--- src/rtl/amba_axi4_monitor_pkg.sv ---
// Shared types for the AXI4 burst monitor: violation codes, widths and the
// priority helper that picks the reported code out of a violation vector.
package amba_axi4_monitor_pkg;

  localparam int ERR_COUNT = 11;
  localparam int LEN_WIDTH = 8;
  localparam int NUM_CH    = 5;

  typedef enum logic [3:0] {
    ERR_NONE          = 4'd0,
    ERR_AW_VALID_DROP = 4'd1,
    ERR_AW_PAYLOAD    = 4'd2,
    ERR_W_VALID_DROP  = 4'd3,
    ERR_W_NO_AW       = 4'd4,
    ERR_WLAST_EARLY   = 4'd5,
    ERR_WLAST_MISSING = 4'd6,
    ERR_B_UNEXPECTED  = 4'd7,
    ERR_AR_VALID_DROP = 4'd8,
    ERR_R_UNEXPECTED  = 4'd9,
    ERR_OVERFLOW      = 4'd10,
    ERR_TIMEOUT       = 4'd11
  } err_code_t;

  // Bit i of the vector stands for code i+1; the lowest code wins.
  function automatic err_code_t first_err(input logic [ERR_COUNT-1:0] e);
    err_code_t r;
    r = ERR_NONE;
    for (int i = ERR_COUNT - 1; i >= 0; i--)
      if (e[i]) r = err_code_t'(4'(i + 1));
    return r;
  endfunction

endpackage

--- src/rtl/amba_axi4_len_fifo.sv ---
// Small synchronous FIFO holding AWLEN of accepted write bursts until their
// last W beat. Push while full is accepted only when a pop frees a slot.
module amba_axi4_len_fifo
  import amba_axi4_monitor_pkg::*;
#(
  parameter int WIDTH = LEN_WIDTH,
  parameter int DEPTH = 8
) (
  input  logic             ACLK,
  input  logic             ARESET,
  input  logic             push,
  input  logic [WIDTH-1:0] din,
  input  logic             pop,
  output logic             full,
  output logic             empty,
  output logic [WIDTH-1:0] head
);

  localparam int PW = $clog2(DEPTH);

  logic [WIDTH-1:0] mem [DEPTH];
  logic [PW-1:0]    wptr, rptr;
  logic [PW:0]      count;
  logic             do_push, do_pop;

  assign full    = (count == (PW+1)'(DEPTH));
  assign empty   = (count == '0);
  assign head    = mem[rptr];
  assign do_pop  = pop & ~empty;
  assign do_push = push & (~full | do_pop);

  always_ff @(posedge ACLK or posedge ARESET) begin
    if (ARESET) begin
      wptr  <= '0;
      rptr  <= '0;
      count <= '0;
    end else begin
      if (do_push) wptr <= wptr + PW'(1);
      if (do_pop)  rptr <= rptr + PW'(1);
      case ({do_push, do_pop})
        2'b10:   count <= count + (PW+1)'(1);
        2'b01:   count <= count - (PW+1)'(1);
        default: count <= count;
      endcase
    end
  end

  // Storage needs no reset; occupancy is tracked by the pointers.
  always_ff @(posedge ACLK) begin
    if (do_push) mem[wptr] <= din;
  end

endmodule

--- src/rtl/amba_axi4_burst_monitor.sv ---
// Passive AXI4 burst monitor: burst length tracking, outstanding counts,
// VALID/payload stability and per-channel stall timeouts.
module amba_axi4_burst_monitor
  import amba_axi4_monitor_pkg::*;
#(
  parameter int ADDRESS_WIDTH   = 32,
  parameter int MAX_OUTSTANDING = 8,
  parameter int MAXWAIT         = 16
) (
  input  logic                                   ACLK,
  input  logic                                   ARESET,
  input  logic                                   AWVALID,
  input  logic                                   AWREADY,
  input  logic [ADDRESS_WIDTH-1:0]               AWADDR,
  input  logic [7:0]                             AWLEN,
  input  logic                                   WVALID,
  input  logic                                   WREADY,
  input  logic                                   WLAST,
  input  logic                                   BVALID,
  input  logic                                   BREADY,
  input  logic                                   ARVALID,
  input  logic                                   ARREADY,
  input  logic [ADDRESS_WIDTH-1:0]               ARADDR,
  input  logic [7:0]                             ARLEN,
  input  logic                                   RVALID,
  input  logic                                   RREADY,
  input  logic                                   RLAST,
  output logic                                   err_valid,
  output logic [3:0]                             err_code,
  output logic [ERR_COUNT-1:0]                   err_sticky,
  output logic [$clog2(MAX_OUTSTANDING+1)-1:0]   wr_outstanding,
  output logic [$clog2(MAX_OUTSTANDING+1)-1:0]   rd_outstanding
);

  localparam int CW = $clog2(MAX_OUTSTANDING + 1);
  localparam int SW = $clog2(MAXWAIT + 1);
  localparam logic [CW-1:0] MAX_OUT = CW'(MAX_OUTSTANDING);
  localparam logic [SW-1:0] MAXW    = SW'(MAXWAIT);

  logic aw_hs, w_hs, b_hs, ar_hs, r_hs;
  assign aw_hs = AWVALID & AWREADY;
  assign w_hs  = WVALID & WREADY;
  assign b_hs  = BVALID & BREADY;
  assign ar_hs = ARVALID & ARREADY;
  assign r_hs  = RVALID & RREADY;

  // AR payload is carried on the port list but no AR payload check exists.
  logic unused_ar;
  assign unused_ar = ^{ARADDR, ARLEN};

  // Previous-cycle channel state for the stability checks.
  logic                     awv_q, awr_q, wv_q, wr_q, arv_q, arr_q;
  logic [ADDRESS_WIDTH-1:0] awaddr_q;
  logic [7:0]               awlen_q;

  always_ff @(posedge ACLK or posedge ARESET) begin
    if (ARESET) begin
      awv_q    <= 1'b0;
      awr_q    <= 1'b0;
      wv_q     <= 1'b0;
      wr_q     <= 1'b0;
      arv_q    <= 1'b0;
      arr_q    <= 1'b0;
      awaddr_q <= '0;
      awlen_q  <= '0;
    end else begin
      awv_q    <= AWVALID;
      awr_q    <= AWREADY;
      wv_q     <= WVALID;
      wr_q     <= WREADY;
      arv_q    <= ARVALID;
      arr_q    <= ARREADY;
      awaddr_q <= AWADDR;
      awlen_q  <= AWLEN;
    end
  end

  // Write burst tracking
  logic                 fifo_push, fifo_pop, fifo_full, fifo_empty;
  logic [LEN_WIDTH-1:0] fifo_head, len_cur, beat;
  logic                 have_len, w_end, w_match, w_done, bypass;

  amba_axi4_len_fifo #(.WIDTH(LEN_WIDTH), .DEPTH(MAX_OUTSTANDING)) u_len_fifo (
    .ACLK   (ACLK),
    .ARESET (ARESET),
    .push   (fifo_push),
    .din    (AWLEN),
    .pop    (fifo_pop),
    .full   (fifo_full),
    .empty  (fifo_empty),
    .head   (fifo_head)
  );

  // An empty FIFO lets a same-cycle AW feed its length straight to the W beat.
  assign len_cur  = fifo_empty ? AWLEN : fifo_head;
  assign have_len = ~fifo_empty | aw_hs;
  assign w_end    = (beat == len_cur);
  assign w_match  = w_hs & have_len;
  assign w_done   = w_match & (WLAST | w_end);
  assign fifo_pop = w_done & ~fifo_empty;
  assign bypass   = w_done & fifo_empty;
  assign fifo_push = aw_hs & ~bypass;

  always_ff @(posedge ACLK or posedge ARESET) begin
    if (ARESET)       beat <= '0;
    else if (w_done)  beat <= '0;
    else if (w_match) beat <= beat + LEN_WIDTH'(1);
  end

  // Outstanding burst counters
  logic wr_inc, wr_dec, rd_inc, rd_dec;
  assign wr_inc = w_done;
  assign wr_dec = b_hs & (wr_outstanding != '0);
  assign rd_inc = ar_hs;
  assign rd_dec = r_hs & RLAST & (rd_outstanding != '0);

  always_ff @(posedge ACLK or posedge ARESET) begin
    if (ARESET) begin
      wr_outstanding <= '0;
      rd_outstanding <= '0;
    end else begin
      case ({wr_inc, wr_dec})
        2'b10:   if (wr_outstanding != MAX_OUT) wr_outstanding <= wr_outstanding + CW'(1);
        2'b01:   wr_outstanding <= wr_outstanding - CW'(1);
        default: wr_outstanding <= wr_outstanding;
      endcase
      case ({rd_inc, rd_dec})
        2'b10:   if (rd_outstanding != MAX_OUT) rd_outstanding <= rd_outstanding + CW'(1);
        2'b01:   rd_outstanding <= rd_outstanding - CW'(1);
        default: rd_outstanding <= rd_outstanding;
      endcase
    end
  end

  // Stall timeouts, channel order AW, W, B, AR, R
  logic [NUM_CH-1:0] ch_valid, ch_ready, stall_hit;
  assign ch_valid = {RVALID, ARVALID, BVALID, WVALID, AWVALID};
  assign ch_ready = {RREADY, ARREADY, BREADY, WREADY, AWREADY};

  genvar g;
  generate
    for (g = 0; g < NUM_CH; g++) begin : g_stall
      logic [SW-1:0] cnt;
      logic          stalled;
      assign stalled = ch_valid[g] & ~ch_ready[g];
      // Saturating at MAXWAIT keeps the timeout to one report per episode.
      assign stall_hit[g] = stalled & (cnt == MAXW - SW'(1));
      always_ff @(posedge ACLK or posedge ARESET) begin
        if (ARESET)         cnt <= '0;
        else if (!stalled)  cnt <= '0;
        else if (cnt != MAXW) cnt <= cnt + SW'(1);
      end
    end
  endgenerate

  // Violation vector, bit i-1 for code i
  logic [ERR_COUNT-1:0] errs;

  always_comb begin
    errs     = '0;
    errs[0]  = awv_q & ~awr_q & ~AWVALID;
    errs[1]  = awv_q & ~awr_q & AWVALID & ((AWADDR != awaddr_q) | (AWLEN != awlen_q));
    errs[2]  = wv_q & ~wr_q & ~WVALID;
    errs[3]  = w_hs & ~have_len;
    errs[4]  = w_match & WLAST & ~w_end;
    errs[5]  = w_match & w_end & ~WLAST;
    errs[6]  = b_hs & (wr_outstanding == '0);
    errs[7]  = arv_q & ~arr_q & ~ARVALID;
    errs[8]  = r_hs & (rd_outstanding == '0);
    errs[9]  = (fifo_push & fifo_full & ~fifo_pop) |
               (ar_hs & ~rd_dec & (rd_outstanding == MAX_OUT));
    errs[10] = |stall_hit;
  end

  always_ff @(posedge ACLK or posedge ARESET) begin
    if (ARESET) begin
      err_valid  <= 1'b0;
      err_code   <= 4'd0;
      err_sticky <= '0;
    end else begin
      err_valid  <= |errs;
      err_code   <= first_err(errs);
      err_sticky <= err_sticky | errs;
    end
  end

endmodule

--- config.mk ---
export PLATFORM = sky130hd
export DESIGN_NAME = amba_axi4_burst_monitor
export DESIGN_NICKNAME = d
export VERILOG_FILES = /design/src/rtl/amba_axi4_monitor_pkg.sv /design/src/rtl/amba_axi4_len_fifo.sv /design/src/rtl/amba_axi4_burst_monitor.sv
export SDC_FILE = /design/constraint.sdc
export NUM_CORES = 1
export LEC_CHECK = 0
export BUFFER_PORTS_ARGS = -buffer_cell sky130_fd_sc_hd__clkbuf_2
export CAP_MARGIN = 10
export CORE_MARGIN = 2
export CORE_UTILIZATION = 30
export CTS_CLUSTER_DIAMETER = 50
export DETAILED_ROUTE_END_ITERATION = 10
export GPL_TIMING_DRIVEN = 0
export PLACE_DENSITY = 0.45
export SYNTH_ARGS = -nofsm -noshare
export SYNTH_HDL_FRONTEND = slang
export SYNTH_SLANG_ARGS = --single-unit
--- constraint.sdc ---
create_clock -name ACLK -period 4.8 [get_ports ACLK]
set_clock_uncertainty 0.15 [all_clocks]
set_input_delay 0.96 -clock ACLK [delete_from_list [all_inputs] [get_ports ACLK]]
set_output_delay 0.96 -clock ACLK [all_outputs]
set_load 0.005 [all_outputs]
; Yosys cells after proc, flatten, opt, wreduce, memory -nomap -nowiden
; Memories as Yosys holds them, arrays and structs flattened.
; Index checks and enable logic that the tools add are counted.
[totals]
ramBits = 64
n_memories = 1
output_inout_bits = 24
regBits = 113
word_cells = 180
inputBits = 94
[classes]
n_reduce_logical = 13
mux = 31
n_addsub = 14
n_eq_ne = 30
n_bitwise = 69
[mem_list]
columns = name, words, width, rd, rd_ports_with_merged_regs, wr, line_no
row1 = u_len_fifo.mem, 8, 8, 1, 0, 1, amba_axi4_len_fifo.sv:21  ; logic [WIDTH-1:0] mem [DEPTH];
[ops]
columns = op, count
row1 = two-way mux 4 bit, 13
row2 = two-way mux 5 bit, 10
row3 = bitwise AND 1 bit, 44
row4 = != test 32 bit, 1
row5 = "adder 5 x 1 -> 5 bit, second input constant", 5
row6 = "equality test 5 x 4 -> 1 bit, second input constant", 5
row7 = "!= test 5 bit, second input constant", 5
row8 = two-way mux 8 bit, 3
row9 = case mux 4 bit (2 select lines), 3
row10 = NOT 1 bit, 19
row11 = OR reduction 15 bit, 1
row12 = "adder 4 x 1 -> 4 bit, second input constant", 3
row13 = logical NOT 4 bit, 3
row14 = "subtractor 4 x 1 -> 4 bit, second input constant", 3
row15 = bitwise OR 11 bit, 1
row16 = "!= test 2 x 1 -> 1 bit, second input constant", 5
row17 = "adder 8 x 1 -> 8 bit, second input constant", 1
row18 = "equality test 4 bit, second input constant", 2
row19 = equality test 8 bit, 1
row20 = "!= test 4 bit, second input constant", 2
row21 = != test 8 bit, 1
row22 = nonzero test 2 bit, 4
row23 = nonzero test 4 bit, 2
row24 = "adder 3 x 1 -> 3 bit, second input constant", 2
row25 = 7 further kinds, 18

; Longest topological paths before layout
; Gate-level depths: netlist of run 1.
[depth]
ltp_word = 21
ltp_mapped = 17
ltp_nobuf = 15

; Hierarchy
; From an unflattened synthesis of run 1, not the netlist that was laid out.
[unflattened]
hier_cells = 616
hier_area_um2 = 8140.3
[modules_own_cells]
columns = mod, cells_per_inst, instances, area_each_um2, seq_area_each_um2
row1 = amba_axi4_burst_monitor, 451, 1, 4982.3, 2577.5
row2 = amba_axi4_len_fifo, 165, 1, 3158.0, 2172.1

; Worst setup path before layout of run 1
; OpenSTA, ideal clock, no wires.
[synth_timing]
kind = register to register
from = register u_len_fifo.rptr[0]
to = memory u_len_fifo.mem[1][0] (netlist bit) (enable)
path_stages_with_launch = 11
n_path_buf = 2
path_slack_ns = 0.442
required_time_ns = 4.231
period_less_slack_ns = 4.358
setup_time_ns = 0.419
t_arrival_ns = 3.789
cell_sequence = dfrtp_1 > buf_6 > buf_6 > mux4_2 > mux2i_1 > xor2_1 > nand3_1 > o31ai_4 > nand2_4 > xnor2_2 > a2111oi_0
[synth_between]
elab_chain_len = 11
word_cells_on_any_way = 14
cone_classes = 1 x eq/ne / 3 x mux / 9 x bitwise / 1 x memory
[synth_rtl]
columns = element, line_no
row1 = "start, declared", amba_axi4_len_fifo.sv:22  ; logic [PW-1:0] wptr, rptr;
row2 = "start signal, assigned", amba_axi4_len_fifo.sv:39  ; if (do_pop) rptr <= rptr + PW'(1);
row3 = memory read (8 x 8 bit) (*), n/a
row4 = two-way mux 8 bit (*), amba_axi4_burst_monitor.sv:95  ; assign len_cur = fifo_empty ? AWLEN : fifo_head;
row5 = equality test 8 bit (*), amba_axi4_burst_monitor.sv:97  ; assign w_end = (beat == len_cur);
row6 = bitwise OR 1 bit (*), amba_axi4_burst_monitor.sv:99  ; assign w_done = w_match & (WLAST | w_end);
row7 = bitwise AND 1 bit (*), amba_axi4_burst_monitor.sv:99
row8 = bitwise AND 1 bit (on tied branches), "amba_axi4_burst_monitor.sv:100, amba_axi4_burst_monitor.sv:101"
row9 = bitwise AND 1 bit or NOT 1 bit (tied branches), "amba_axi4_len_fifo.sv:29, amba_axi4_burst_monitor.sv:102"
row10 = bitwise OR 1 bit or bitwise AND 1 bit (tied branches), "amba_axi4_len_fifo.sv:30, amba_axi4_burst_monitor.sv:102"
row11 = bitwise AND 1 bit (*), amba_axi4_len_fifo.sv:30  ; assign do_push = push & (~full | do_pop);
row12 = two-way mux 1 bit (*), amba_axi4_len_fifo.sv:50  ; if (do_push) mem[wptr] <= din;
row13 = two-way mux 1 bit (not written as such) (*), amba_axi4_len_fifo.sv:50
row14 = "end, declared", amba_axi4_len_fifo.sv:21
; Every way passes the cells marked *; elsewhere a longest branch is shown, timed or not.

; Worst setup path in the final report of run 1
[layout_timing]
from = register u_len_fifo.rptr[0]
to = register u_len_fifo.count[3]
[layout_between]
elab_chain_len = 11
word_cells_on_any_way = 16
cone_classes = 3 x eq/ne / 2 x mux / 9 x bitwise / 1 x reduce/logical / 1 x memory
[layout_rtl]
columns = element, line_no
row1 = memory read (8 x 8 bit) (*), n/a
row2 = two-way mux 8 bit (*), amba_axi4_burst_monitor.sv:95
row3 = equality test 8 bit (*), amba_axi4_burst_monitor.sv:97
row4 = bitwise OR 1 bit (*), amba_axi4_burst_monitor.sv:99
row5 = bitwise AND 1 bit (*), amba_axi4_burst_monitor.sv:99
row6 = bitwise AND 1 bit (on tied branches), "amba_axi4_burst_monitor.sv:100, amba_axi4_burst_monitor.sv:101"
row7 = bitwise AND 1 bit or NOT 1 bit (tied branches), "amba_axi4_len_fifo.sv:29, amba_axi4_burst_monitor.sv:102"
row8 = bitwise OR 1 bit or bitwise AND 1 bit (tied branches), "amba_axi4_len_fifo.sv:30, amba_axi4_burst_monitor.sv:102"
row9 = bitwise AND 1 bit, amba_axi4_len_fifo.sv:30
row10 = equality test 2 x 1 -> 1 bit or equality test 2 bit (tied branches), amba_axi4_len_fifo.sv:40  ; case ({do_push, do_pop})
row11 = case mux 4 bit (2 select lines) or nonzero test 2 bit (tied branches), n/a
row12 = "end signal, assigned", amba_axi4_len_fifo.sv:41  ; 2'b10: count <= count + (PW+1)'(1);
row13 = "end signal, assigned", amba_axi4_len_fifo.sv:42  ; 2'b01: count <= count - (PW+1)'(1);
row14 = "end signal, assigned", amba_axi4_len_fifo.sv:43  ; default: count <= count;
row15 = "end, declared", amba_axi4_len_fifo.sv:23  ; logic [PW:0] count;
; Marks and branches as above.
; A chain may end at the register's enable or synchronous reset.

==> results summary, run 1 <==
The final wirelength came out at 17270 um. The floorplan step set the die height to 168.8 um. The total of buffers placed on input and output ports came out at 76. The combined global-route utilization of all metal layers is 0.1272.

The number of clock buffers added by TritonCTS is 17. The library cells used most frequently in the layout, excluding fill and tap cells, are sky130_fd_sc_hd__dfrtp_1 (113), sky130_fd_sc_hd__clkbuf_2 (77), sky130_fd_sc_hd__xor2_1 (66). The share of synthesized registers carrying an async set or reset is 0.6384.

For this design the top-level I/O count stands at 118. The flow ran to the end, and the final reports show no timing, DRC or antenna violations. Registers take 4750 um^2. The count of vias placed by the detailed router is 5263. Traced cell by cell, the critical path runs through buf_6 > buf_6 > mux4_2 > mux2i_1 > xor2_1 > nand3_1 > o31ai_4 > nand2_4 > a311oi_4 > inv_1 > ha_1 > ha_1 > a21o_1 > a21oi_1 > xnor2_1 > nor2_1 > xor2_1.

The ratio of routed vias to standard cells came out at 4.772. The number of buffer and inverter stages on the critical path came out at 3. The cell type of the slowest stage on the worst timing path is sky130_fd_sc_hd__mux4_2.

The maximum level of the CTS H-tree came out at 4. The kind of cell adding the most delay to the critical path is compound AO/OA/AOI/OAI gates. The number of buffers added to fix hold violations after cts came out at 0.

The static leakage power came out at 0.003980 uW. The adder-cell area share of the yosys netlist is 0.04574. The placer's final routability congestion estimate came out at 0.7962. The number of library cell types mapped by synthesis came out at 63.

The effective utilization at floorplan is 0.3042. The die outline area is 28510 um^2. In the final routed layout, each cell accounts on average for 15.65 um. The number of max-cap violations is 0. For this run, the top clock speed supported by timing is 225.7 MHz. The netlist area before placement came out at 8152 um^2. Across the VDD grid, the largest voltage drop is 0.0001822 V. The synthesized netlist net count came out at 771.

The core footprint is 26800 um^2. The synthesis-to-layout area growth is 18.73%. The CTS tree is yes. The global-route met2 utilization is 0.2079. The number of failing setup endpoints in the final timing report came out at 0. The cell area reported after detailed placement is 9042 um^2. For this run, global-route usage on met3 was measured as 0.02525.

After synthesis, the largest family of logic cells by area is simple AND/OR/NAND/NOR gates. The tree is rooted in a sky130_fd_sc_hd__clkbuf_16. The synthesized area per cell is 12.56 um^2. The number of register bits inferred by synthesis came out at 177. The multiplexer area fraction after synthesis is 0.06293. The clock slew seen by the registers of the worst setup and hold paths is 0.07 ns. The final cell count without fillers came out at 1103. The number of optimization iterations in the first detailed-route pass came out at 4. The critical path is of the reg -> reg type. The final layout contains 871 nets. The worst setup path is launched from a flop.

The synthesis warning total came out at 0. Entering global routing, the biggest net connects 65 pins. The via count of the first global-routing pass is 5398. The first routing iteration left 368 violations. In the synthesized netlist, the number of instances is 649. The global-route wire length before repair is 28240 um.

The post-synthesis xor/xnor area fraction came out at 0.09332. For this run, global-route usage on met1 was measured as 0.1688. The largest fanout on the critical path is 10. The critical path arrival is 4.57 ns. The transition time of the tightest slew-check pin is 1.027 ns.

The type of element capturing the critical path is a flop. The number of synthesized flops with an enable pin came out at 64. The smallest clock period supported by the final layout is computed as 4.430 ns. The power density over the cells is 475.9 nW/um^2. The most common cell after layout, fill and taps aside is sky130_fd_sc_hd__dfrtp_1. The source-to-sink clock delay at the later pin of the worst-skew pair is 0.43 ns.

The number of remaining DRC errors came out at 0. The number of antenna violations at the first check in global routing was 0. Setup repair after global routing left no endpoint under its margin. The area of the multi-input gates came out at 3206 um^2.

Of the total synthesized cell area, the portion taken by AND, OR, NAND and NOR gates is 0.1130. The data required time at the worst endpoint is 4.94 ns. Of the available clock period, the critical path in the final layout requires 0.9229. The total inserted antenna cells came out at 0.

The TritonCTS sink count came out at 177. The min-delay analysis places its worst path in the category reg -> reg. The initialized floorplan defines 60 standard-cell rows. The area fraction in compound gates after synthesis is 0.07475. Counting the fill cells in the layout gives 2628. The placed wire-length estimate after detailed placement came out at 12680 um. The number of hold violations in the final report is 0.

The fraction of layout cells with a size suffix above 1 is 0.2021. The total negative slack for setup checks came out at 0 ns. The number of cells after detailed placement came out at 1070. The width of the die came out at 168.8 um. The worst slew margin relative to its limit came out at 0.3155. met2 is the most crowded layer. With fillers left out, the area of the finished cells amounts to 9678 um^2. The number of setup buffers added after CTS is 0. The share of synthesized area occupied by flip-flops and latches is 0.5827. The total global routing overflow is 0. The count of antenna-violating nets left after detailed routing is 0.

The final max-slew violation count came to 0. The largest single stage delay on the critical path is 0.53 ns. No sink is reached through more buffers than the 2 on the longest clock path. Among all flip-flop cells after synthesis, the most frequent one is sky130_fd_sc_hd__dfrtp_1.
-- sequential cells by signal, summed over array words and instances (netlist names) --
name,count
arr_q,1
arv_q,1
awaddr_q,32
awlen_q,8
awr_q,1
awv_q,1
beat,8
err_code,4
err_sticky,11
err_valid,1
g_stall.cnt,25
rd_outstanding,4
u_len_fifo.count,4
u_len_fifo.mem,64
u_len_fifo.rptr,3
u_len_fifo.wptr,3
wr_outstanding,4
wr_q,1
wv_q,1
-- power breakdown --
part	switching, uW	leakage, uW	internal (uW)	total (uW)
Sequential	147	0.00195	1760	1900
Clock	702	0.000303	722	1420
Combinational	724	0.00172	556	1280
-- cells by family after synthesis --
logic type      count (synthesis)
simple gates                  180
flops                         177
xor+xnor                       86
compound gates                 85
buf+inv                        54
mux                            39
fa+ha+maj                      28
-- metal layers --
layer  part of all wire  wire [um]  vias to the layer above
li1                   -          -                     2524
met1               0.47       8196                     2599
met2               0.48       8228                      122
met3              0.033        567                       18
met4              0.016        274                        0
met5                  0          0                        -
-- synthesized netlist by cell type (4+ instances only) --
cell type / number / share of area
sky130_fd_sc_hd__a21o_1: 5 / 0.0046
sky130_fd_sc_hd__a21oi_1: 19 / 0.012
sky130_fd_sc_hd__a22oi_1: 4 / 0.0037
sky130_fd_sc_hd__and2_1: 5 / 0.0038
sky130_fd_sc_hd__and3_1: 9 / 0.0069
sky130_fd_sc_hd__buf_1: 4 / 0.0018
sky130_fd_sc_hd__clkbuf_1: 8 / 0.0037
sky130_fd_sc_hd__dfrtp_1: 113 / 0.35
sky130_fd_sc_hd__edfxtp_1: 64 / 0.24
sky130_fd_sc_hd__ha_1: 25 / 0.038
sky130_fd_sc_hd__inv_1: 36 / 0.017
sky130_fd_sc_hd__mux2_2: 7 / 0.0097
sky130_fd_sc_hd__mux2i_1: 22 / 0.027
sky130_fd_sc_hd__mux4_2: 9 / 0.025
sky130_fd_sc_hd__nand2_1: 35 / 0.016
sky130_fd_sc_hd__nand2b_1: 15 / 0.012
sky130_fd_sc_hd__nand3_1: 18 / 0.011
sky130_fd_sc_hd__nand4_1: 8 / 0.0061
sky130_fd_sc_hd__nor2_1: 38 / 0.017
sky130_fd_sc_hd__nor2b_1: 4 / 0.0031
sky130_fd_sc_hd__nor3_1: 17 / 0.010
sky130_fd_sc_hd__nor4_1: 12 / 0.0092
sky130_fd_sc_hd__o211ai_1: 4 / 0.0037
sky130_fd_sc_hd__o21ai_0: 16 / 0.0098
sky130_fd_sc_hd__o22ai_1: 4 / 0.0031
sky130_fd_sc_hd__or2_2: 4 / 0.0031
sky130_fd_sc_hd__or3_1: 7 / 0.0054
sky130_fd_sc_hd__xnor2_1: 19 / 0.020
sky130_fd_sc_hd__xor2_1: 66 / 0.071
-- path summary, 6_finish.rpt --
path | start | depth (start not counted) | to | slack (ns)
setup / recovery | u_len_fifo.rptr[0]$_DFFE_PP0P_ | 17 | u_len_fifo.count[3]$_DFFE_PP0P_ | 0.37
hold / removal | err_sticky[8]$_DFF_PP0_ | 1 | err_sticky[8]$_DFF_PP0_ | 0.32
setup reg to reg | u_len_fifo.rptr[0]$_DFFE_PP0P_ | 17 | u_len_fifo.count[3]$_DFFE_PP0P_ | 0.37
hold reg to reg | err_sticky[8]$_DFF_PP0_ | 1 | err_sticky[8]$_DFF_PP0_ | 0.32
max in group asynchronous | ARESET | 3 | awlen_q[4]$_DFF_PP0_ | 3.41
min in group asynchronous | ARESET | 2 | g_stall[1].cnt[0]$_DFFE_PP0P_ | 0.41
-- stage by stage --
step	setup WS (ns)	util	hold WS (ns)	power, uW
after global placement	-1.835	0.3343	0.3006	3162
final	0.3699	0.3611	0.3189	4606
after CTS	0.03817	0.3608	0.3229	4679
after global routing	0.07790	0.3611	0.3463	4902
after detailed placement	0.07020	0.3374	0.3046	3232
after floorplan	0.4418	-	0.3010	2814
-- final cells by class --
| type | instances | area share |
|---|---|---|
| Clock buffer | 17 | 0.04396 |
| Timing Repair Buffer | 81 | 0.04525 |
| Tap cell | 341 | 0.04409 |
| Multi-Input combinational cell | 418 | 0.3312 |
| Clock inverter | 15 | 0.02081 |
| Inverter | 36 | 0.01448 |
| Buffer | 18 | 0.009438 |
| Sequential cell | 177 | 0.4908 |
-- timing repair --
action / CTS / global route
hold endpoints to repair: 0 / 0
resized for setup: 0 / 1
endpoints found under the setup margin: 0 / 5
Power figures use the tool's default switching activity.
==> inputs of run 2 (changes only) <==
- CTS_BUF_LIST: not set -> sky130_fd_sc_hd__clkbuf_2 sky130_fd_sc_hd__clkbuf_4 sky130_fd_sc_hd__clkbuf_8
==> results summary, run 2 (synthesized netlist as in run 1, its figures left out) <==
The most critical setup path has its startpoint at u_len_fifo.rptr[0]$_DFFE_PP0P_. The post-cts resize count is 0 (unchanged). The placer's final routability congestion estimate is 0.7962 (unchanged). The effective utilization at floorplan is 0.3042 (unchanged). The synthesis-to-layout area growth came out at 16.29%. The worst setup path is captured at a flop. The worst slew margin relative to its limit is 0.2058 (-0.1097). The final wirelength came to 17250 um (-0.12%). The die outline area is 28510 um^2 (unchanged).

The portion of the clock cycle consumed by the worst path in the final layout came out at 0.9272 (+0.004300). The largest fanout on the critical path is 10 (unchanged). The static leakage power came out at 0.003887 uW (-2.3%).

The count of vias placed by the detailed router came out at 5224 (-0.74%). The core footprint came out at 26800 um^2 (unchanged). The I/O pin count is 118 (unchanged). In the final layout, the registers with the most flip-flops are u_len_fifo.mem (64), awaddr_q (32), g_stall.cnt (25). The number of flip-flops under the largest register name is 64 (unchanged). The transition time of the tightest slew-check pin is 1.191 ns (+0.1646 ns). The peak ir drop on the vdd network is 0.0001587 V (-13%). The worst register-to-register path ends at u_len_fifo.count[3]$_DFFE_PP0P_.

The via count of the first global-routing pass is 5406 (+0.15%). In this run the most critical hold path is launched from err_sticky[8]$_DFF_PP0_. TritonCTS built the clock tree.

The clock slew seen by the registers of the worst setup and hold paths came out at 0.11 ns (+0.04 ns). The total of buffers placed on input and output ports is 76 (unchanged). The number of remaining DRC errors came out at 0 (unchanged). The placed wire-length estimate after detailed placement is 12680 um (unchanged). The die span in y came out at 168.8 um (unchanged). The cell area reported after detailed placement was 9042 um^2 (unchanged). The count of antenna-violating nets left after detailed routing came to 0 (unchanged).

The worst hold path terminates at err_sticky[8]$_DFF_PP0_. The number of max-cap violations was 0 (unchanged). The final max-slew violation count is 0 (unchanged). The finished layout cell area came to 9479 um^2 (-2.1%).

The combined global-route utilization of all metal layers is 0.1268 (-0.0004552). The worst setup path is of the reg -> reg kind. The fraction of layout cells with a size suffix above 1 came out at 0.2011 (-0.001048). The number of buffers added to fix hold violations after cts came out at 0 (unchanged). The number of DRC markers after the initial detailed-route iteration is 301 (-18%). The library cell used most frequently in the layout, excluding fill and tap cells, is sky130_fd_sc_hd__dfrtp_1.

The TritonCTS sink count came out at 177 (unchanged). The row count came out at 60 (unchanged). The critical path arrival was 4.63 ns (+0.06 ns). The clock root buffer master is sky130_fd_sc_hd__clkbuf_8. The number of buffers between clock root and the deepest sink came out at 2 (unchanged). The run finished with clean final reports. The ratio of routed vias to standard cells came out at 4.740 (-0.65%). The worst-case register-to-register setup slack is 0.35 ns (-0.02 ns). The number of optimization iterations in the first detailed-route pass is 4 (unchanged). The global-route wire length before repair came out at 28200 um (-0.15%). The register with the most flip-flops is u_len_fifo.mem. The number of antenna violations at the first check in global routing was 0 (unchanged). The number of hold violations in the final report is 0 (unchanged). The final critical path time including I/O delays and setup was 4.451 ns (+0.02064 ns).

In the layout the commonest cells are sky130_fd_sc_hd__dfrtp_1 (113), sky130_fd_sc_hd__clkbuf_2 (77), sky130_fd_sc_hd__xor2_1 (66). The source-to-sink clock delay at the later pin of the worst-skew pair was 0.47 ns (+0.04 ns). The worst hold path stage count was 1 (unchanged). The total inserted antenna cells came out at 0 (unchanged).

In this run the worst hold path is classified as reg -> reg. The maximum level of the CTS H-tree is 4 (unchanged). The highest attainable clock frequency is 224.7 MHz (-0.46%). The total clock buffers created by CTS is 17 (unchanged).

The total global routing overflow came out at 0 (unchanged). The power density over the cells is 448.7 nW/um^2 (-5.7%). The worst setup path is launched from a flop. The length in cells of the worst reg-to-reg path came out at 17 (unchanged). The reg-to-reg critical path startpoint is u_len_fifo.rptr[0]$_DFFE_PP0P_. The per-cell routed wire length came out at 15.65 um (about the same). The number of failing setup endpoints in the final timing report came to 0 (unchanged). The width of the die is 168.8 um (unchanged). The data required time at the worst endpoint is 4.98 ns (+0.04 ns). The total negative slack for setup checks is 0 ns (unchanged). The maximum number of pins on one net before global-route repair came out at 65 (unchanged). The number of nets in the final layout is 870 (-0.11%).

Setup repair after global routing left no endpoint under its margin. The number of post-CTS setup repair buffers came out at 0 (unchanged).
-- run 2: changes by cell type in the layout (fill, tap and decap cells not counted), sizes merged --
cell  delta
buf      -1
-- run 2: area by class of cell --
type | instances | area [um^2]
Buffer | 18 | 91.34
Clock buffer | 17 | 234.0
Fill cell | 2645 | 17320
Multi-Input combinational cell | 418 | 3206
Clock inverter | 15 | 201.4
Tap cell | 341 | 426.7
Timing Repair Buffer | 80 | 430.4
Inverter | 36 | 140.1
Sequential cell | 177 | 4750
-- run 2: per-stage QoR --
| step | power (uW) | setup WS (ns) | utilization | hold WS, ns | cells |
|---|---|---|---|---|---|
| after global placement | 3162 | -1.835 | 0.3343 | 0.3006 | 1066 |
| after floorplan | 2814 | 0.4418 | - | 0.3010 | 649 |
| after global routing | 4543 | 0.07393 | 0.3537 | 0.3550 | 1102 |
| after detailed placement | 3232 | 0.07020 | 0.3374 | 0.3046 | 1070 |
| after CTS | 4325 | 0.02349 | 0.3536 | 0.3310 | 1102 |
| final | 4254 | 0.3492 | 0.3537 | 0.3265 | 1102 |
-- run 2: worst max path at each step --
stage | endpoint | slack [ns] | cells after the start
after floorplan | u_len_fifo.mem[1][0]$_DFFE_PP_ | 0.44 | 10
after global placement | u_len_fifo.mem[1][0]$_DFFE_PP_ | -1.84 | 9
after detailed placement | u_len_fifo.count[3]$_DFFE_PP0P_ | 0.07 | 16
after CTS | u_len_fifo.count[3]$_DFFE_PP0P_ | 0.02 | 16
after global routing | u_len_fifo.count[3]$_DFFE_PP0P_ | 0.07 | 17
final | u_len_fifo.count[3]$_DFFE_PP0P_ | 0.35 | 17
-- run 2: metal layers --
| metal | global-route usage | part of all wire | up-vias |
|---|---|---|---|
| met5 | 0 | 0 | - |
| met4 | 0.04085 | 0.010 | 0 |
| met3 | 0.02572 | 0.031 | 7 |
| met2 | 0.2090 | 0.48 | 106 |
| met1 | 0.1679 | 0.47 | 2589 |
| li1 | - | - | 2522 |
-- run 2: worst max-delay path, stage by stage (launching register included) --
cell and delay [ns]:
sky130_fd_sc_hd__dfrtp_1 0.37, sky130_fd_sc_hd__buf_6 0.13, sky130_fd_sc_hd__buf_6 0.17, sky130_fd_sc_hd__mux4_2 0.53
sky130_fd_sc_hd__mux2i_1 0.26, sky130_fd_sc_hd__xor2_1 0.18, sky130_fd_sc_hd__nand3_1 0.20, sky130_fd_sc_hd__o31ai_4 0.46
sky130_fd_sc_hd__nand2_4 0.18, sky130_fd_sc_hd__a311oi_4 0.41, sky130_fd_sc_hd__inv_1 0.08, sky130_fd_sc_hd__ha_1 0.23
sky130_fd_sc_hd__ha_1 0.27, sky130_fd_sc_hd__a21o_1 0.17, sky130_fd_sc_hd__a21oi_1 0.17, sky130_fd_sc_hd__xnor2_1 0.13
sky130_fd_sc_hd__nor2_1 0.07, sky130_fd_sc_hd__xor2_1 0.14
-- run 2: power breakdown --
| part | internal, uW | leakage (uW) | switching, uW |
|---|---|---|---|
| clock network | 416 | 0.000216 | 660 |
| registers | 1750 | 0.00195 | 146 |
| logic | 554 | 0.00172 | 724 |
| total | 2720 | 0.00389 | 1530 |
==> inputs of run 3 (changes only) <==
- CORE_UTILIZATION: 30 -> 35
- PLACE_DENSITY: 0.45 -> 0.51
==> results summary, run 3 (synthesized netlist as in run 1, its figures left out) <==
The data required time at the worst endpoint is 4.97 ns (about the same). The power density over the cells came out at 451.2 nW/um^2 (+0.54%). The combinational fraction of design power came out at 0.297 (-0.003).

The peak ir drop on the vdd network came out at 0.0001666 V (+5.0%). The number of fill cells is 2138 (-19%). STA classifies the critical path startpoint as a flop. The cell-internal power is 2807 uW (+3.0%). The critical path goes through buf_6 > buf_6 > mux4_2 > mux2i_1 > xor2_1 > o2111ai_1 > o31ai_4 > nand2_4 > a311oi_4 > inv_1 > ha_1 > ha_1 > a21o_1 > a21oi_1 > xnor2_1 > nor2_1 > xor2_1. The number of max-cap violations came to 0 (unchanged). The total of buffers placed on input and output ports came out at 76 (unchanged). The maximum level of the CTS H-tree was 4 (unchanged).

The net switching power was 1444 uW (-5.5%). The number of post-CTS setup repair buffers was 0 (unchanged). The number of remaining DRC errors is 0 (unchanged). The register share of total power is 0.448 (about the same).

The number of buffers between clock root and the deepest sink was 2 (unchanged). The number of hold violations in the final report is 0 (unchanged). The TritonCTS sink count came to 177 (unchanged).

The post-cts resize count is 0 (unchanged). The portion of the clock cycle consumed by the worst path in the final layout came out at 0.9253 (-0.001904). The worst hold path stage count is 1 (unchanged). The kind of cell adding the most delay to the critical path is compound AO/OA/AOI/OAI gates. The number of buffer and inverter stages on the critical path is 3 (unchanged). The row count was 55 (-8.3%). The I/O pin count is 118 (unchanged). The transition time of the tightest slew-check pin is 1.150 ns (-0.04146 ns).

The count of vias placed by the detailed router came out at 5216 (-0.15%). Leaving out fill and tap cells, the most frequent cells in the layout are sky130_fd_sc_hd__dfrtp_1 (113), sky130_fd_sc_hd__clkbuf_2 (77), sky130_fd_sc_hd__xor2_1 (66). The number of DRC markers after the initial detailed-route iteration is 295 (-2.0%).

The die outline area came to 24530 um^2 (-14%). The fraction of layout cells with a size suffix above 1 came out at 0.2008 (-0.0002638). The total clock buffers created by CTS came out at 17 (unchanged). Setup repair after global routing left no endpoint under its margin. The per-cell routed wire length was 15.71 um (+0.41%).

The count of antenna-violating nets left after detailed routing came out at 0 (unchanged). The worst hold slack is 0.3222 ns (-0.004357 ns). The worst stage delay on the critical path came out at 0.53 ns (about the same).

The overall power is 4251 uW (about the same). The worst slew margin relative to its limit is 0.2334 (+0.02764). Among all stages on the critical path, the largest delay is contributed by sky130_fd_sc_hd__mux4_2. STA classifies the critical path endpoint as a flop. The final critical path time including I/O delays and setup came out at 4.442 ns (-0.009138 ns). The final wirelength is 16890 um (-2.0%). The die span in y is 156.6 um (-7.2%). The length in cells of the worst reg-to-reg path came to 17 (unchanged).

The number of buffers added to fix hold violations after cts came out at 0 (unchanged). The number of failing setup endpoints in the final timing report is 0 (unchanged). The number of antenna violations at the first check in global routing was 0 (unchanged). The worst-case register-to-register setup slack was 0.36 ns (about the same).

The clock share of power is 0.255 (+0.002). The flow ran to the end, and the final reports show no timing, DRC or antenna violations. The cell area reported after detailed placement came out at 9005 um^2 (-0.42%). The largest registers in the layout are u_len_fifo.mem (64), awaddr_q (32), g_stall.cnt (25). The placer's final routability congestion estimate came out at 0.7948 (-0.18%). The source-to-sink clock delay at the later pin of the worst-skew pair came out at 0.45 ns (-0.02 ns). The clock slew seen by the registers of the worst setup and hold paths came to 0.10 ns (about the same). The area of the multi-input gates came out at 3201 um^2 (-0.16%). The number of flip-flops under the largest register name is 64 (unchanged).

The area taken by flip-flops and latches came out at 4750 um^2 (unchanged). The register with the most flip-flops is u_len_fifo.mem. The number of optimization iterations in the first detailed-route pass is 5 (+1). The combined global-route utilization of all metal layers came to 0.1483 (+0.02147). The final max-slew violation count came out at 0 (unchanged). The ratio of routed vias to standard cells is 4.852 (+2.4%). The CTS tree is yes. The maximum number of pins on one net before global-route repair is 64 (-1.5%). The switching share of power is 0.3397 (-0.01975). The number of gates on the worst path with buffers counted came to 17 (unchanged). The core footprint is 22780 um^2 (-15%). The highest attainable clock frequency came out at 225.1 MHz (+0.21%).

The most common cell after layout, fill and taps aside is sky130_fd_sc_hd__dfrtp_1. The number of nets in the final layout is 871 (+0.11%). The critical path arrival was 4.61 ns (-0.02 ns). The placed wire-length estimate after detailed placement is 12430 um (-2.0%). The worst hold path belongs to the class reg -> reg. The core utilization of the finished layout is 0.4137 (+0.05999). The static leakage power is 0.003891 uW (+0.11%). The via count of the first global-routing pass is 5373 (-0.61%).

The effective utilization at floorplan is 0.3579 (+0.05371). The synthesis-to-layout area growth is 15.59%. The global-route wire length before repair is 28120 um (-0.29%).

Clock tree synthesis selected as its root buffer the cell sky130_fd_sc_hd__clkbuf_8. The setup path with the least slack is of type reg -> reg. The finished layout cell area is 9423 um^2 (-0.59%). The total inserted antenna cells came out at 0 (unchanged). The largest fanout on the critical path was 10 (unchanged). The total global routing overflow came out at 0 (unchanged).

The width of the die is 156.6 um (-7.2%).
-- run 3: area by class of cell --
cell class	count	area share
Sequential cell	177	0.5041
Multi-Input combinational cell	418	0.3397
Timing Repair Buffer	81	0.04621
Tap cell	313	0.04156
Clock buffer	19	0.02642
Clock inverter	13	0.01779
Inverter	36	0.01461
Buffer	18	0.009693
-- run 3: worst paths after layout --
| path | endpoint | start |
|---|---|---|
| max | u_len_fifo.count[3]$_DFFE_PP0P_ | u_len_fifo.rptr[0]$_DFFE_PP0P_ |
| min | err_sticky[8]$_DFF_PP0_ | err_sticky[8]$_DFF_PP0_ |
| max reg2reg | u_len_fifo.count[3]$_DFFE_PP0P_ | u_len_fifo.rptr[0]$_DFFE_PP0P_ |
| min reg2reg | err_sticky[8]$_DFF_PP0_ | err_sticky[8]$_DFF_PP0_ |
| max in group asynchronous | beat[1]$_DFFE_PP0P_ | ARESET |
| min in group asynchronous | g_stall[3].cnt[2]$_DFFE_PP0P_ | ARESET |
-- run 3: worst register-to-register path, cell delays in order (launching register included) --
cell and delay [ns]:
sky130_fd_sc_hd__dfrtp_1 0.39, sky130_fd_sc_hd__buf_6 0.13, sky130_fd_sc_hd__buf_6 0.17, sky130_fd_sc_hd__mux4_2 0.53, sky130_fd_sc_hd__mux2i_1 0.23, sky130_fd_sc_hd__xor2_1 0.17, sky130_fd_sc_hd__o2111ai_1 0.27, sky130_fd_sc_hd__o31ai_4 0.42
sky130_fd_sc_hd__nand2_4 0.18, sky130_fd_sc_hd__a311oi_4 0.40, sky130_fd_sc_hd__inv_1 0.08, sky130_fd_sc_hd__ha_1 0.22, sky130_fd_sc_hd__ha_1 0.28, sky130_fd_sc_hd__a21o_1 0.17, sky130_fd_sc_hd__a21oi_1 0.18, sky130_fd_sc_hd__xnor2_1 0.14
sky130_fd_sc_hd__nor2_1 0.07, sky130_fd_sc_hd__xor2_1 0.14
-- run 3: routing by layer --
layer  GRT usage  vias to the layer above  wire, um
met1      0.2024                     2584      8030
met2      0.2335                      100      8050
met5           0                        -         0
met4     0.04456                        0       152
li1            -                     2522         -
met3     0.03766                       10       660
-- run 3: power by group through the flow --
stage	combinational, uW	clock [uW]	sequential [uW]
3_3_place_gp	1220	0	1930
4_1_cts	1290	1120	1910
3_5_place_dp	1280	0	1940
5_1_grt	1420	1200	1930
6_report	1260	1080	1900
2_1_floorplan	911	0	1900
-- run 3: stage by stage --
stage / instances / setup TNS (ns) / setup WS (ns)
2_1_floorplan: 649 / 0 / 0.4418
3_3_place_gp: 1038 / -100.39 / -1.526
3_5_place_dp: 1043 / 0 / 0.06084
4_1_cts: 1075 / 0 / 0.09835
5_1_grt: 1075 / 0 / 0.08795
6_report: 1075 / 0 / 0.3584
